**src/rtl/ann_layer_sequencer_if.sv**
```systemverilog
// Handshake and address bundle between the ANN layer sequencer, the ANN
// controller (start/busy/layer_done) and the neuron MAC datapath.
// The master modport is the sequencer side; slave is the environment side.
interface ann_layer_sequencer_if #(
   parameter int CNT_W  = 7,
   parameter int ADDR_W = 12
);
   logic              start;
   logic [1:0]        layer_idx;
   logic              mac_ready;
   logic              op_valid;
   logic [CNT_W-1:0]  in_addr;
   logic [ADDR_W-1:0] w_addr;
   logic              clear_accum;
   logic              store_result;
   logic [CNT_W-1:0]  out_addr;
   logic              busy;
   logic              layer_done;

   modport master (
      input  start, layer_idx, mac_ready,
      output op_valid, in_addr, w_addr, clear_accum, store_result,
             out_addr, busy, layer_done
   );

   modport slave (
      output start, layer_idx, mac_ready,
      input  op_valid, in_addr, w_addr, clear_accum, store_result,
             out_addr, busy, layer_done
   );
endinterface

```
**src/rtl/ann_layer_sequencer.sv**
```systemverilog
// Walks every (neuron, input) pair of one ANN layer, issuing operand
// addresses to the MAC, then clears/stores the accumulator per neuron.
// The coefficient address is a running pointer, so no multiplier is needed.
module ann_layer_sequencer #(
   parameter int ADDR_W  = 12,
   parameter int CNT_W   = 7,
   parameter int MAC_LAT = 2
) (
   input logic clk,
   input logic n_rst,
   ann_layer_sequencer_if.master bus
);
   typedef enum logic [2:0] {IDLE, CLEAR, ISSUE, DRAIN, STORE, DONE} state_t;

   state_t            state;
   state_t            state_next;
   logic [CNT_W-1:0]  i_cnt;
   logic [CNT_W-1:0]  n_cnt;
   logic [CNT_W-1:0]  last_in;
   logic [CNT_W-1:0]  last_out;
   logic [ADDR_W-1:0] ptr;
   logic [2:0]        drain_cnt;
   logic [CNT_W-1:0]  tbl_last_in;
   logic [CNT_W-1:0]  tbl_last_out;
   logic [ADDR_W-1:0] tbl_base;
   logic              xfer;
   logic              last_input;
   logic              last_neuron;
   logic              drain_end;

   assign xfer        = (state == ISSUE) && bus.mac_ready;
   assign last_input  = (i_cnt == last_in);
   assign last_neuron = (n_cnt == last_out);
   assign drain_end   = (drain_cnt == 3'(MAC_LAT - 1));

   // Fixed layer table; counts are held as "last index" (N-1) so the
   // end-of-row and end-of-layer tests are plain equality compares.
   always_comb begin
      tbl_last_in  = CNT_W'(15);
      tbl_last_out = CNT_W'(9);
      tbl_base     = ADDR_W'(2816);
      case (bus.layer_idx)
         2'd0: begin
            tbl_last_in  = CNT_W'(63);
            tbl_last_out = CNT_W'(31);
            tbl_base     = ADDR_W'(0);
         end
         2'd1: begin
            tbl_last_in  = CNT_W'(31);
            tbl_last_out = CNT_W'(15);
            tbl_base     = ADDR_W'(2048);
         end
         2'd2: begin
            tbl_last_in  = CNT_W'(15);
            tbl_last_out = CNT_W'(15);
            tbl_base     = ADDR_W'(2560);
         end
         default: begin
            tbl_last_in  = CNT_W'(15);
            tbl_last_out = CNT_W'(9);
            tbl_base     = ADDR_W'(2816);
         end
      endcase
   end

   // State register; reset aborts any running layer without a done pulse.
   always_ff @(posedge clk or negedge n_rst) begin
      if (!n_rst) begin
         state <= IDLE;
      end else begin
         state <= state_next;
      end
   end

   // Next-state logic; start is only looked at in IDLE, so it is ignored while busy.
   always_comb begin
      state_next = state;
      case (state)
         IDLE:    if (bus.start) state_next = CLEAR;
         CLEAR:   state_next = ISSUE;
         ISSUE:   if (xfer && last_input) state_next = DRAIN;
         DRAIN:   if (drain_end) state_next = STORE;
         STORE:   state_next = last_neuron ? DONE : CLEAR;
         DONE:    state_next = IDLE;
         default: state_next = IDLE;
      endcase
   end

   // Moore outputs; addresses are zeroed outside their strobe so idle is all-zero.
   always_comb begin
      bus.clear_accum  = (state == CLEAR);
      bus.op_valid     = (state == ISSUE);
      bus.store_result = (state == STORE);
      bus.layer_done   = (state == DONE);
      bus.busy         = (state != IDLE);
      bus.in_addr      = (state == ISSUE) ? i_cnt : '0;
      bus.w_addr       = (state == ISSUE) ? ptr : '0;
      bus.out_addr     = (state == STORE) ? n_cnt : '0;
   end

   // Index counters, coefficient pointer and MAC latency counter; the layer
   // table entry is latched at start so later layer_idx changes do nothing.
   always_ff @(posedge clk or negedge n_rst) begin
      if (!n_rst) begin
         i_cnt     <= '0;
         n_cnt     <= '0;
         last_in   <= '0;
         last_out  <= '0;
         ptr       <= '0;
         drain_cnt <= '0;
      end else begin
         case (state)
            IDLE: begin
               if (bus.start) begin
                  i_cnt    <= '0;
                  n_cnt    <= '0;
                  ptr      <= tbl_base;
                  last_in  <= tbl_last_in;
                  last_out <= tbl_last_out;
               end
            end
            CLEAR: begin
               i_cnt     <= '0;
               drain_cnt <= '0;
            end
            ISSUE: begin
               if (xfer) begin
                  ptr <= ptr + 1'b1;
                  if (!last_input) i_cnt <= i_cnt + 1'b1;
               end
            end
            DRAIN: begin
               drain_cnt <= drain_cnt + 3'd1;
            end
            STORE: begin
               if (!last_neuron) n_cnt <= n_cnt + 1'b1;
            end
            default: begin
            end
         endcase
      end
   end
endmodule

```
**src/flat_wrapper.sv**
```systemverilog
// flat-port wrapper written by rule: the top's interface ports become plain ports
module ann_layer_sequencer_flat 
#(
   parameter int ADDR_W  = 12,
   parameter int CNT_W   = 7,
   parameter int MAC_LAT = 2
)
  (clk, n_rst, bus_start, bus_layer_idx, bus_mac_ready, bus_op_valid, bus_in_addr, bus_w_addr, bus_clear_accum, bus_store_result, bus_out_addr, bus_busy, bus_layer_done);
  ann_layer_sequencer_if #(.CNT_W(CNT_W), .ADDR_W(ADDR_W)) bus_i ();
  input logic clk;
  input logic n_rst;
  input wire logic [$bits(bus_i.start)-1:0] bus_start;
  input wire logic [$bits(bus_i.layer_idx)-1:0] bus_layer_idx;
  input wire logic [$bits(bus_i.mac_ready)-1:0] bus_mac_ready;
  output wire logic [$bits(bus_i.op_valid)-1:0] bus_op_valid;
  output wire logic [$bits(bus_i.in_addr)-1:0] bus_in_addr;
  output wire logic [$bits(bus_i.w_addr)-1:0] bus_w_addr;
  output wire logic [$bits(bus_i.clear_accum)-1:0] bus_clear_accum;
  output wire logic [$bits(bus_i.store_result)-1:0] bus_store_result;
  output wire logic [$bits(bus_i.out_addr)-1:0] bus_out_addr;
  output wire logic [$bits(bus_i.busy)-1:0] bus_busy;
  output wire logic [$bits(bus_i.layer_done)-1:0] bus_layer_done;
  assign bus_i.start = bus_start;
  assign bus_i.layer_idx = bus_layer_idx;
  assign bus_i.mac_ready = bus_mac_ready;
  assign bus_op_valid = bus_i.op_valid;
  assign bus_in_addr = bus_i.in_addr;
  assign bus_w_addr = bus_i.w_addr;
  assign bus_clear_accum = bus_i.clear_accum;
  assign bus_store_result = bus_i.store_result;
  assign bus_out_addr = bus_i.out_addr;
  assign bus_busy = bus_i.busy;
  assign bus_layer_done = bus_i.layer_done;
  ann_layer_sequencer #(.ADDR_W(ADDR_W), .CNT_W(CNT_W), .MAC_LAT(MAC_LAT)) u_core (.clk(clk), .n_rst(n_rst), .bus(bus_i));
endmodule
```
**config.mk**
```make
export PLATFORM = sky130hd
export DESIGN_NAME = ann_layer_sequencer_flat
export DESIGN_NICKNAME = d
export VERILOG_FILES = /design/src/rtl/ann_layer_sequencer_if.sv /design/src/rtl/ann_layer_sequencer.sv /design/src/flat_wrapper.sv
export SDC_FILE = /design/constraint.sdc
export NUM_CORES = 1
export LEC_CHECK = 0
export CELL_PAD_IN_SITES_DETAIL_PLACEMENT = 0
export CELL_PAD_IN_SITES_GLOBAL_PLACEMENT = 1
export CORE_MARGIN = 1
export CORE_UTILIZATION = 29
export DETAILED_ROUTE_END_ITERATION = 10
export GPL_TIMING_DRIVEN = 0
export PLACE_DENSITY = 0.73
export SLEW_MARGIN = 20
export SYNTH_ARGS = -nofsm -noshare
export SYNTH_HDL_FRONTEND = slang
export SYNTH_SLANG_ARGS = --single-unit
```
**constraint.sdc**
```tcl
create_clock -name clk -period 3.05 [get_ports clk]
set_input_delay 0.61 -clock clk [delete_from_list [all_inputs] [get_ports clk]]
set_output_delay 0.61 -clock clk [all_outputs]
set_load 0.01 [all_outputs]
```
==> flow_summary.yaml, run 1 <==
clock_tree:
  cts_tree: "built"
  htreeDepth: 2
  cts_hold_buffers: 0
  cts-root-buf: "clkbuf_8"
  cts.sinks: 36
  clk_pin_slew_ns: 0.07
  ctsLongestPathBuffers: 2
  insertion_delay_ns: 0.28
  cts_setup_buffers: 0
  cts_made_buffers: 5
die:
  coreArea_um2: 7210
  initial_core_util_pct: 30.0
  die-height_um: 88.4
  dieArea_um2: 7810
  rows: 31
  die_w_um: 88.4
  io_pins: 37
sta:
  drv_slew: 0
  rsz0062_at_grt: "no"
  timing.hold.ws_ns: 0.170
  finalHoldViolCount: 0
  worst_pin_slew_ns: 0.434
  timing.final.crit_share_pct: 93.8
  min_period_ns: 2.86
  max_slew_margin_pct: 70.7
  fin_ws_ns: 0.188
  finClkSkew_ns: 0.00637
  setup_tns_ns: 0
  setup_viol: 0
  fmax_mhz: 349
synth:
  synth_top_cells_by_area: "dfrtp_1, and2_1, nand2_1"
  ys.flop_type: "dfrtp_1"
  synthesis.nets: 250
  synth.most_common_cell: "dfrtp_1"
  synth_area_leader_cell: "dfrtp_1"
  ys_seq_area_share_pct: 41.6
  synth_top_area_share_pct: 41.6
  synth_cell_types: 53
  yosys_warnings: 0
  synth.cell_area_um2: 2160
  ys_async_sr_fraction_pct: 100
  netlist_top_cells_count: "dfrtp_1, and2_1, nand2_1"
  syn_avg_cell_area_um2: 9.05
  ys_seq_elements: 36
  synth_edf_count: 0
  synthCells: 239
finish:
  antenna_cells: 0
  layout-drive-gt1-share_pct: 9.54
  final_area_um2: 2770
  fin_nets: 294
  n_fill_cell: 755
  syn_to_final_growth_pct: 28.0
power_and_ir_drop:
  worst_ir_drop_vdd_mv: 0.489
  power_density_nw_per_um2: 803
  finalPower_mw: 2.22
  p_leak_nw: 1.22
routing:
  drt_iter0_markers: 70
  drtPass1Iterations: 4
  routed_wirelength_mm: 5.01
  vias: 1850
  drtAntennaViolNets: 0
  via_per_inst: 4.84
  drc_errors: 0
  wire_per_inst_um: 13.1
worst_setup_path:
  path_cells: "buf_2 -> nor3b_4 -> clkbuf_4 -> buf_2 -> and2_1 -> clkdlybuf4s50_1"
  start_kind: "flop"
  path_buf_inv: 4
  max_stage_delay_ns: 0.53
  path_common_cell: "buf_2"
  critPathTopFamily: "buffers and inverters"
  arrival_ns: 2.25
  endpoint_kind: "output port"
  cp_max_fo: 10
  crit_type: "flop to output port"
  required_ns: 2.44
  crit_path_top_delay_cell: "clkdlybuf4s50_1"
hold_path:
  worstHoldPathType: "primary input to asynchronous set/reset pin"
global_route:
  grt_overflow: 0
  grt.total_usage_pct: 14.2
  antenna_found_initial: 0
  grt_max_degree: 30
  grt_pass1_wl_mm: 8.49
  grt_pass1_vias: 1712
run:
  drv_cap: 0
placement:
  placed_area_um2: 2660
  gp_congestion: 0.788
  dp_hpwl_mm: 3.66
  io_buffer_count: 36
  place_ws_ns: 0.266
outcome:
  outcome: "finished clean"
-- worst paths after layout --
check	depth (start not counted)	to	start	slack, ns
worst max-delay path	6	bus_in_addr[1]	u_core.state[0]	0.19
worst min register to register	2	u_core.drain_cnt[1]	u_core.drain_cnt[1]	0.51
worst max register to register	5	u_core.ptr[9]	u_core.state[0]	1.28
min in group clk	2	u_core.drain_cnt[1]	u_core.drain_cnt[1]	0.51
max in group asynchronous	2	u_core.ptr[6]	n_rst	2.45
worst min-delay path	1	u_core.drain_cnt[1]	n_rst	0.17
-- sequential cells by signal, summed over array words and instances, names as in the netlist --
name              flops
u_core.ptr           12
u_core.last_out       1
u_core.drain_cnt      3
u_core.i_cnt          7
u_core.last_in        3
u_core.n_cnt          7
u_core.state          3
-- metal layers --
layer / wire length [um] / part of all wire (%) / track usage, % / vias to the layer above
li1: - / - / - / 916
met1: 2560 / 51 / 21.1 / 883
met2: 2190 / 44 / 20.8 / 47
met3: 218 / 4.3 / 2.61 / 4
met4: 44 / 0.88 / 4.40 / 0
met5: 0 / 0 / 0 / -
-- report_power, final --
| part | internal [mW] | leakage [nW] | switching, mW |
|---|---|---|---|
| Combinational | 0.502 | 0.710 | 0.504 |
| Sequential | 0.644 | 0.457 | 0.200 |
| Clock | 0.201 | 0.0503 | 0.171 |
-- what timing repair did --
item	in CTS	in global routing
pin swaps	0	0
gates cloned	0	0
gates resized for setup	1	3
setup endpoints to repair	9	9
-- worst register-to-register path: stages, from the launching register on --
cell	delay [ns]
dfrtp_1	0.37
buf_2	0.19
or3_4	0.41
or2_1	0.27
nand2_1	0.18
o2bb2a_1	0.24
-- through the flow --
stage,instances,util [%]
2_1_floorplan,239,-
3_3_place_gp,374,36.7
3_5_place_dp,375,36.9
4_1_cts,382,38.3
5_1_grt,382,38.4
6_report,382,38.4
-- cells in the final DEF (no fill, tap or decap), types with 2 or more instances in the layout --
| cell | count |
|---|---|
| o22ai_1 | 3 |
| mux2i_1 | 4 |
| or3_4 | 3 |
| nor3_1 | 4 |
| nand2b_1 | 7 |
| nor2b_1 | 3 |
| nand2_1 | 23 |
| clkdlybuf4s50_1 | 35 |
| nor2_1 | 22 |
| a221o_1 | 2 |
| nand3_1 | 9 |
| clkbuf_1 | 3 |
| buf_2 | 6 |
| ha_1 | 5 |
| or3_1 | 2 |
| xnor2_1 | 4 |
| o311ai_1 | 2 |
| xor2_1 | 9 |
| nor3b_1 | 2 |
| inv_1 | 8 |
| o21ai_0 | 12 |
| and2_1 | 25 |
| dfrtp_1 | 36 |
| clkbuf_8 | 7 |
| and3_1 | 5 |
| a21oi_1 | 5 |
| a31oi_1 | 5 |
| nand4_1 | 3 |
-- kinds of logic after synthesis --
logic type,count (synthesis),share of synthesized area (%)
and+or+nand+nor,120,31.0
AOI/OAI and AO/OA,41,12.7
adders and majority gates,5,2.89
xor gates and xnor gates,13,5.26
muxes,5,2.37
DFF,36,41.6
buffers and inverters,19,4.11
-- final cells by class --
cell class | count | area [um2] | share of cell area (%)
flip-flops and latches | 36 | 901 | 32.5
repair buffers | 37 | 375 | 13.6
well taps | 99 | 124 | 4.47
plain buffers | 11 | 62.6 | 2.26
inverters | 8 | 30.0 | 1.08
multi-input cells | 184 | 1180 | 42.6
clock buffers | 7 | 96.3 | 3.48
Power figures use the tool's default switching activity.
==> run 2, diff against run 1 <==
--- a/config.mk
+++ b/config.mk
@@ -7,6 +7,7 @@
 export LEC_CHECK = 0
 export CELL_PAD_IN_SITES_DETAIL_PLACEMENT = 0
 export CELL_PAD_IN_SITES_GLOBAL_PLACEMENT = 1
+export CORE_ASPECT_RATIO = 1.4
 export CORE_MARGIN = 1
 export CORE_UTILIZATION = 29
 export DETAILED_ROUTE_END_ITERATION = 10
==> flow_summary.yaml, run 2 (synthesis results as in run 1) <==
clock_tree:
  clk_pin_slew_ns: 0.07
  cts-root-buf: "clkbuf_8"
  ctsLongestPathBuffers: 2
  cts_setup_buffers: 0
  insertion_delay_ns: 0.28
  cts_tree: "built"
  htreeDepth: 2
  cts_made_buffers: 5
  cts.sinks: 36
die:
  coreArea_um2: 7070
  die-height_um: 104
  io_pins: 37
  rows: 36
  die_w_um: 75.0
  initial_core_util_pct: 30.6
  dieArea_um2: 7810
finish:
  fin_nets: 294
  final_cell_mix: "dfrtp_1, clkdlybuf4s50_1, and2_1, nand2_1, nor2_1"
  final_common_cell: "dfrtp_1"
  antenna_cells: 0
  n_fill_cell: 739
  layout-drive-gt1-share_pct: 8.90
  top_register: "u_core.ptr"
  syn_to_final_growth_pct: 26.2
  top_regs: "u_core.ptr (12), u_core.i_cnt (7), u_core.n_cnt (7)"
  largest_reg_flops: 12
worst_setup_path:
  reg2reg_setup_slack_ns: 1.31
  crit_type: "flop to output port"
  start_kind: "flop"
  required_ns: 2.44
  endpoint_kind: "output port"
  arrival_ns: 2.28
  cp_max_fo: 10
global_route:
  grt.total_usage_pct: 15.1
  antenna_found_initial: 0
  grt_pass1_vias: 1880
  grt_pass1_wl_mm: 9.04
  grt_max_degree: 25
  grt_overflow: 0
power_and_ir_drop:
  power_density_nw_per_um2: 794
  p_comb_share_pct: 46.7
  worst_ir_drop_vdd_mv: 0.358
  intPower_mw: 1.29
  clkPwrFrac_pct: 14.2
  finalPower_mw: 2.17
  pwr-share-seq_pct: 39.2
  sw_frac_of_total_pct: 40.6
  switchingPower_mw: 0.879
  p_leak_nw: 1.20
outcome:
  outcome: "finished clean"
routing:
  dr_wl_met3_um: 204
  drtAntennaViolNets: 0
  drtPass1Iterations: 4
  vias: 1866
  met2_length_mm: 2.72
  drt_iter0_markers: 61
  drc_errors: 0
  wl_met1_mm: 2.38
  wire_per_inst_um: 14.3
  via_per_inst: 4.96
  routed_wirelength_mm: 5.37
  top_layer_used: "met4"
sta:
  drv_slew: 0
  setup_tns_ns: 0
  setup_viol: 0
  min_period_ns: 2.89
  fin_ws_ns: 0.164
  max_slew_margin_pct: 72.8
  timing.final.crit_share_pct: 94.6
  worst_pin_slew_ns: 0.404
  finalHoldViolCount: 0
  finClkSkew_ns: 0.00725
  fmax_mhz: 346
placement:
  io_buffer_count: 36
  dp_hpwl_mm: 3.94
  gp_congestion: 0.766
  place_ws_ns: 0.252
hold_path:
  worstHoldPathType: "primary input to asynchronous set/reset pin"
run:
  drv_cap: 0
[run 2: changes by cell type in the layout (fill, tap and decap cells not counted), sizes merged]
cell / change
clkbuf: -2
[run 2: per-stage QoR]
stage / cells / cell area, um2 / util [%] / hold WS (ns)
2_1_floorplan: 239 / 2160 / - / 0.314
3_3_place_gp: 370 / 2640 / 37.4 / 0.493
3_5_place_dp: 371 / 2660 / 37.6 / 0.509
4_1_cts: 376 / 2730 / 38.6 / 0.224
5_1_grt: 376 / 2730 / 38.6 / 0.236
6_report: 376 / 2730 / 38.6 / 0.214
[run 2: per-layer routing]
layer  track usage, %  vias to the layer above
met5                0                        -
met3             3.10                        5
met4             4.72                        0
li1                 -                      915
met1             19.1                      905
met2             25.1                       41
[run 2: timing repair]
action | in CTS | in global routing
hold buffers | 0 | 0
endpoints found under the setup margin | 9 | 9
gates resized for setup | 1 | 2
cloned | 0 | 0
[run 2: worst paths after layout]
check / start / end / cells after the start
worst max-delay path: u_core.state[0] / bus_w_addr[7] / 6
worst min-delay path: n_rst / u_core.ptr[4] / 1
worst max register to register: u_core.i_cnt[2] / u_core.i_cnt[2] / 5
worst min register to register: u_core.last_in[4] / u_core.last_in[4] / 2
max in group asynchronous: n_rst / u_core.i_cnt[2] / 2
min in group clk: u_core.last_in[4] / u_core.last_in[4] / 2
[run 2: critical path, cell delays in order (launching register included)]
cell and delay [ns]:
dfrtp_1 0.37, buf_2 0.17, nor3b_2 0.28, clkbuf_4 0.26
buf_2 0.22, and2_1 0.16, clkdlybuf4s50_1 0.54
[run 2: cell type report]
type / count / area, um2 / area share [%]
plain buffers: 11 / 62.6 / 2.29
repair buffers: 37 / 375 / 13.7
multi-input cells: 184 / 1170 / 43.0
well taps: 95 / 119 / 4.35
inverters: 8 / 30.0 / 1.10
flip-flops and latches: 36 / 901 / 33.0
clock buffers: 5 / 68.8 / 2.52
[run 2: power groups by stage]
stage                     registers (mW)  logic [mW]  clock network [mW]
after floorplan                    0.794       0.675                   0
after detailed placement           0.857        1.01                   0
final                              0.849        1.01               0.307
after global placement             0.848       0.993                   0
after global routing               0.879        1.14               0.335
after CTS                          0.848        1.02               0.321
